===== src/rtl/cpu_defs_pkg.sv =====
// Shared CPU definitions: sequencer state encoding and the SIIC vector.
package cpu_defs;
  typedef enum logic [1:0] {
    ST_RUN    = 2'b00,
    ST_FLUSH  = 2'b01,
    ST_HALTED = 2'b10
  } state_t;

  // Address the PC block forces on an accepted SIIC.
  localparam logic [15:0] SIIC_VEC = 16'h0002;
  localparam int          CNT_W    = 3;
endpackage


===== src/rtl/dff.sv =====
// Generic register with write enable and async active-high reset to RST_VAL.
module dff #(
  parameter int            W       = 16,
  parameter logic [W-1:0]  RST_VAL = '0
) (
  input  logic         clk,
  input  logic         rst,
  input  logic         i_en,
  input  logic [W-1:0] i_d,
  output logic [W-1:0] o_q
);
  // Load on enable, otherwise hold.
  always_ff @(posedge clk or posedge rst) begin
    if (rst)       o_q <= RST_VAL;
    else if (i_en) o_q <= i_d;
  end
endmodule


===== src/rtl/pc_ctrl_flush_cnt.sv =====
// Small up-counter with enable, clear and a terminal flag at TERM.
module flush_cnt
  import cpu_defs::*;
#(
  parameter logic [CNT_W-1:0] TERM = '0
) (
  input  logic             clk,
  input  logic             rst,
  input  logic             i_en,
  input  logic             i_clr,
  output logic [CNT_W-1:0] o_cnt,
  output logic             o_term
);
  // Clear has priority so the terminal cycle wraps straight back to zero.
  always_ff @(posedge clk or posedge rst) begin
    if (rst)        o_cnt <= '0;
    else if (i_clr) o_cnt <= '0;
    else if (i_en)  o_cnt <= o_cnt + 1'b1;
  end

  assign o_term = (o_cnt == TERM);
endmodule


===== src/rtl/pc_ctrl.sv =====
// Next-PC sequencer: picks increment / redirect / stall / halt each cycle
// and tracks the exception return state.
module pc_ctrl
  import cpu_defs::*;
#(
  parameter int          FLUSH_CYC = 1,
  parameter logic [15:0] EPC_RST   = 16'h0000
) (
  input  logic        clk,
  input  logic        rst,
  input  logic        BrTaken,
  input  logic        JmpImm,
  input  logic        JmpReg,
  input  logic        RtiReq,
  input  logic        SiicReq,
  input  logic        HaltReq,
  input  logic        MemStall,
  input  logic        HazStall,
  input  logic [15:0] PcInc2,
  output logic        PcSel,
  output logic        RegJmp,
  output logic        Halt,
  output logic        SIIC,
  output logic        RsSel,
  output logic        ImmZero,
  output logic        Flush,
  output logic [15:0] Epc,
  output logic        InExc,
  output logic        Halted
);
  localparam logic [CNT_W-1:0] TERM = CNT_W'(FLUSH_CYC - 1);

  state_t r_state, w_nxt;
  logic   r_inexc;
  logic   w_stall, w_cnt_en, w_cnt_clr, w_cnt_term;
  logic   w_epc_we, w_exc_set, w_exc_clr;
  logic [CNT_W-1:0] w_cnt;

  assign w_stall = MemStall | HazStall;

  // Controls are combinational so the PC block sees them in the same cycle.
  always_comb begin
    PcSel     = 1'b0;
    RegJmp    = 1'b0;
    Halt      = 1'b0;
    SIIC      = 1'b0;
    RsSel     = 1'b0;
    ImmZero   = 1'b0;
    Flush     = 1'b0;
    w_nxt     = r_state;
    w_cnt_en  = 1'b0;
    w_cnt_clr = 1'b0;
    w_epc_we  = 1'b0;
    w_exc_set = 1'b0;
    w_exc_clr = 1'b0;
    case (r_state)
      ST_RUN: begin
        if (SiicReq && !r_inexc) begin
          SIIC = 1'b1; Flush = 1'b1;
          w_epc_we = 1'b1; w_exc_set = 1'b1;
          w_nxt = ST_FLUSH;
        end else if (SiicReq || HaltReq) begin
          // Double fault or HALT: freeze the PC for good.
          Halt = 1'b1;
          w_nxt = ST_HALTED;
        end else if (RtiReq) begin
          // Return through the Rs+Imm path with Rs=Epc, Imm=0.
          RegJmp = 1'b1; RsSel = 1'b1; ImmZero = 1'b1; Flush = 1'b1;
          w_exc_clr = 1'b1;
          w_nxt = ST_FLUSH;
        end else if (JmpReg) begin
          RegJmp = 1'b1; Flush = 1'b1;
          w_nxt = ST_FLUSH;
        end else if (BrTaken || JmpImm) begin
          PcSel = 1'b1; Flush = 1'b1;
          w_nxt = ST_FLUSH;
        end else if (w_stall) begin
          Halt = 1'b1;
        end
      end
      ST_FLUSH: begin
        // Requests here come from wrong-path instructions and are dropped.
        Flush = 1'b1;
        if (w_stall) begin
          Halt = 1'b1;
        end else begin
          w_cnt_en = 1'b1;
          if (w_cnt_term) begin
            w_cnt_clr = 1'b1;
            w_nxt     = ST_RUN;
          end
        end
      end
      ST_HALTED: Halt = 1'b1;
      default:   w_nxt = ST_RUN;
    endcase
  end

  // State and in-exception flag.
  always_ff @(posedge clk or posedge rst) begin
    if (rst) begin
      r_state <= ST_RUN;
      r_inexc <= 1'b0;
    end else begin
      r_state <= w_nxt;
      if (w_exc_set)      r_inexc <= 1'b1;
      else if (w_exc_clr) r_inexc <= 1'b0;
    end
  end

  assign InExc  = r_inexc;
  assign Halted = (r_state == ST_HALTED);

  flush_cnt #(.TERM(TERM)) u_cnt (
    .clk   (clk),
    .rst   (rst),
    .i_en  (w_cnt_en),
    .i_clr (w_cnt_clr),
    .o_cnt (w_cnt),
    .o_term(w_cnt_term)
  );

  dff #(.W(16), .RST_VAL(EPC_RST)) u_epc (
    .clk (clk),
    .rst (rst),
    .i_en(w_epc_we),
    .i_d (PcInc2),
    .o_q (Epc)
  );
endmodule


===== config.mk =====
export PLATFORM = sky130hd
export DESIGN_NAME = pc_ctrl
export DESIGN_NICKNAME = d
export VERILOG_FILES = /design/src/rtl/cpu_defs_pkg.sv /design/src/rtl/dff.sv /design/src/rtl/pc_ctrl_flush_cnt.sv /design/src/rtl/pc_ctrl.sv
export SDC_FILE = /design/constraint.sdc
export NUM_CORES = 1
export LEC_CHECK = 0
export ABC_CLOCK_PERIOD_IN_PS = 2000
export CAP_MARGIN = 20
export CORE_UTILIZATION = 25
export DETAILED_ROUTE_END_ITERATION = 7
export HOLD_SLACK_MARGIN = 0.08
export SLEW_MARGIN = 20
export SYNTH_ARGS = -nofsm -noshare
export SYNTH_HDL_FRONTEND = slang
export SYNTH_SLANG_ARGS = --single-unit

===== constraint.sdc =====
create_clock -name clk -period 2 [get_ports clk]
set_input_delay 0.4 -clock clk [delete_from_list [all_inputs] [get_ports clk]]
set_output_delay 0.4 -clock clk [all_outputs]
set_load 0.1 [all_outputs]

# ---- Word level (Yosys, flattened, before mapping)
# Cells that the tools add are included.
dict set report classes {
  addsub 1
  n_mul 0
  n_div 0
  magnitude_cmp 0
  eq_ne 5
  shift 0
  n_mux 46
  bitwise_logic 2
  reduce_logical 9
}
# op n
set ops {}
lappend ops {{2-to-1 mux 1 bit} 34}
lappend ops {{2-to-1 mux 2 bit} 7}
lappend ops {{2-to-1 mux 3 bit} 2}
lappend ops {{!= test 6 bit, second input constant} 1}
lappend ops {{one-hot mux 2 bit (3 select lines)} 1}
lappend ops {{AND reduction 4 bit} 1}
lappend ops {{nonzero test 2 bit} 2}
lappend ops {{adder 3 x 1 -> 3 bit, second input constant} 1}
lappend ops {{logical NOT 3 bit} 1}
lappend ops {{one-hot mux 1 bit (3 select lines)} 1}
lappend ops {{== test 2 x 1 -> 1 bit, second input constant} 1}
lappend ops {{== test 2 bit, second input constant} 1}
lappend ops {{logical NOT 2 bit} 1}
lappend ops {{logical OR 1 bit} 2}
lappend ops {{!= test 2 x 1 -> 1 bit, second input constant} 1}
lappend ops {{!= test 2 bit, second input constant} 1}
lappend ops {{one-hot mux 1 bit (2 select lines)} 1}
lappend ops {{logical AND 1 bit} 1}
lappend ops {{logical NOT 1 bit} 1}
lappend ops {{inverter 1 bit} 1}
lappend ops {{bitwise OR 1 bit} 1}
dict set report totals {
  register_bits 22
  latch_bits 0
  ram_bits 0
  romBits 0
  wordCells 67
  memories 0
}

# ---- Depth between registers and ports, before layout
dict set report depth {
  word_depth 8
  ltp_mapped 5
  mapped_depth_nobuf 5
}

# ---- Cells and area by module
# A second synthesis with hierarchy kept.
dict set report hier_totals {
  hier_cells 85
  area_unflattened_um2 1099.8
}
# module n_inst cells_each area_each_um2
set by_module_without_submodules {}
lappend by_module_without_submodules {dff 1 35 653.1}
lappend by_module_without_submodules {pc_ctrl 1 34 280.3}
lappend by_module_without_submodules {flush_cnt 1 16 166.4}

# ---- Worst setup path after synthesis
# No wires, ideal clock.
dict set report synth_timing {
  path_type {reg-to-output}
  startpoint {register r_state[0]}
  endpoint {output PcSel}
  arrival_ns 3.972
  t_required_ns 1.600
  slack_ns -2.372
  path_stages_with_launch 3
  path_buffers 0
  path_cell_list {dfrtp_1 -> nor4_2 -> nor4b_1}
}
dict set report synth_via {
  elab_chain_cells 2
}
# element line_no
set synth_lines {}
lappend synth_lines {{start, declared} pc_ctrl.sv:33} ;# state_t r_state, w_nxt;
lappend synth_lines {{start signal, assigned} pc_ctrl.sv:105} ;# r_state <= w_nxt;
lappend synth_lines {{logical NOT 2 bit} pc_ctrl.sv:56} ;# case (r_state)
lappend synth_lines {{2-to-1 mux 1 bit} pc_ctrl.sv:56}
lappend synth_lines {{end, declared} pc_ctrl.sv:20} ;# output logic PcSel,
# Every way passes these cells.

# ---- Final worst setup path
dict set report layout_timing {
  startpoint {register r_state[1]}
  endpoint {output PcSel}
}
# Same word-level chain as after synthesis.

==> reports/results.ini <==
[critical_path]
worstPathRequired_ns=1.60
cp_cell_sequence=nor4_4, nor4b_4, buf_12
r2r_slack_ns=0.34
cp.depth=3
cp-end-kind=primary output
path_class=register to primary output
slowest_delay_ns=0.43
startpoint_type=register
r2r-start=r_state[1]
crit_fanout=5
worst-path-buf-inv=1
cp_slowest_cell=dfrtp_2
crit_family=simple AND/OR/NAND/NOR gates
reg2reg_depth=5
cp.arrival_ns=1.59
timing.rr.end=u_epc.o_q[8]

[sta]
hold_ws_ns=0.478
maxSlewViolCount=0
rsz0062_at_grt=true
timing.fmax_mhz=503
setup_tns_ns=0
worst_slack_ns=0.0119
finClkSkew_ns=0.00126
worstMarginPinSlew_ns=0.319
finalSetupViolations=0
period_share_pct=99.4
fin_crit_ns=1.99
hold_viol=0
relSlewSlack_pct=78.5

[placed_design]
placed_cell_area_um2=1730
pre_cts_slack_ns=-0.399
io_buffers=50
place_congestion=0.712
hpwl_um=1870

[clock_network]
cts-buffers-inserted=3
cts_tree=done
cts_hold_buf=0
cts_buffer_depth=2
clock_sinks=22
clk_latency_ns=0.25
htreeDepth=1
cts-root-buf=clkbuf_8
clk_pin_slew_ns=0.07

[yosys]
synth-seq-cells=22
yosys_warnings=0
syn_area_um2=1000
synth_cell_types=25
syn_nets=106
syn-mean-instance-area_um2=12.8
synth_cells=78
ys_seq_area_share_pct=54.9

[global_routing]
grt_start_max_net_pins=23
grtUsageTotal_pct=11.7
grt_pass1_vias=932
antenna_found_initial=0
grt_pass1_wl_um=3870
gr-total-overflow=0

[floorplan]
io_pins=51
coreArea_um2=3740
start_util_pct=26.8
die_area_um2=4270
rows=22
die_y_um=65.3
die_w_um=65.3

[power_and_ir_drop]
ir_drop_uv=489
power.leakage_nw=0.822
p_per_area_nw_per_um2=745
power_w=0.00133

[layout]
syn_to_final_growth_pct=78.7
nets=171
regArea_um2=557
fillers=358
multi_input_comb_area_um2=468
final_cell_mix=buf_4 (29), clkdlybuf4s50_1 (19), dfrtp_1 (19)
n_antenna_cell=0
drive_gt1_share_pct=52.1
final_area_um2=1790
final_common_cell=buf_4

[routing]
dr.pass1.iters=2
wl_per_cell_um=12.1
wirelength_um=2310
vias=852
drt_iter0_markers=14
detail_route.vias_per_cell=4.48
final_antenna_net_count=0
drcViolationCount=0

[job]
drv_cap=0

[min_path]
hold_path_class=input pin to async pin

[run_status]
status=completed

==> cell usage after synthesis <==
library cell	n	share of area, %
nor4_2	1	1.2
nor4b_4	1	2.4
a21oi_1	2	1.0
buf_4	1	0.75
and3b_1	1	0.87
o311ai_0	1	0.87
and2_1	1	0.62
o21ai_0	4	2.0
nand3_1	2	1.0
o21a_1	1	0.75
nor4b_1	1	0.87
nor2_1	6	2.2
mux2_2	16	18
o21bai_1	1	0.75
nor4b_2	1	1.5
buf_2	2	1.0
or4_1	1	0.75
dfrtp_1	22	55
inv_1	5	1.9
a21o_1	1	0.75
ha_1	2	2.5
nand2_1	2	0.75
mux2_1	1	1.1
nand2b_1	1	0.62
a221oi_1	1	0.87
==> final cells by class <==
cell class | count | area share [%]
clock buffer | 4 | 3.07
sequential | 22 | 31.1
tap | 48 | 3.35
inverter | 5 | 1.05
timing repair buffer | 63 | 35.3
multi-input combinational | 48 | 26.1
==> worst reg2reg max path, stage by stage (launching register included) <==
cell,delay (ns)
dfrtp_2,0.43
buf_4,0.17
nor4b_4,0.26
buf_4,0.20
buf_12,0.14
mux2_2,0.34
==> cells by family after synthesis <==
logic type                 share of synthesized area, %
and+or+nand+nor                                    12.9
AOI/OAI and AO/OA                                  6.99
adders and majority gates                          2.50
muxes                                              19.1
DFF                                                54.9
buffers and inverters                              3.62
==> sequential cells by signal, indices dropped and copies added (netlist names) <==
register,flops
InExc,1
u_epc.o_q,16
u_cnt.o_cnt,3
r_state,2
==> per-stage QoR <==
stage	instances	util, %
6_report	190	47.8
5_1_grt	190	47.8
4_1_cts	190	47.8
3_5_place_dp	184	46.1
3_3_place_gp	184	46.1
2_1_floorplan	78	-
==> how the worst max path moves through the flow <==
| stage | start | endpoint |
|---|---|---|
| after floorplan | r_state[1] | PcSel |
| after global placement | RtiReq | Flush |
| after detailed placement | RtiReq | Flush |
| after CTS | r_state[1] | PcSel |
| after global routing | r_state[1] | PcSel |
| final | r_state[1] | PcSel |
==> layer usage <==
| layer | vias up | track usage [%] | share of wire, % |
|---|---|---|---|
| met5 | - | 0 | 0 |
| met4 | 0 | 3.26 | 0.30 |
| met3 | 2 | 3.30 | 7.5 |
| met2 | 32 | 20.7 | 50 |
| met1 | 414 | 13.8 | 42 |
| li1 | 404 | - | - |
==> power by group <==
group	switching (W)	internal, W	total, W
Sequential	0.0000251	0.000490	0.000515
Clock	0.000129	0.000175	0.000304
Combinational	0.000378	0.000137	0.000515
Total	0.000532	0.000802	0.00133
==> what timing repair did <==
item,in CTS,in global routing
pin swaps,3,1
gates resized for setup,21,0
setup buffers,2,0
setup endpoints to repair,7,4
Power figures use the tool's default switching activity.
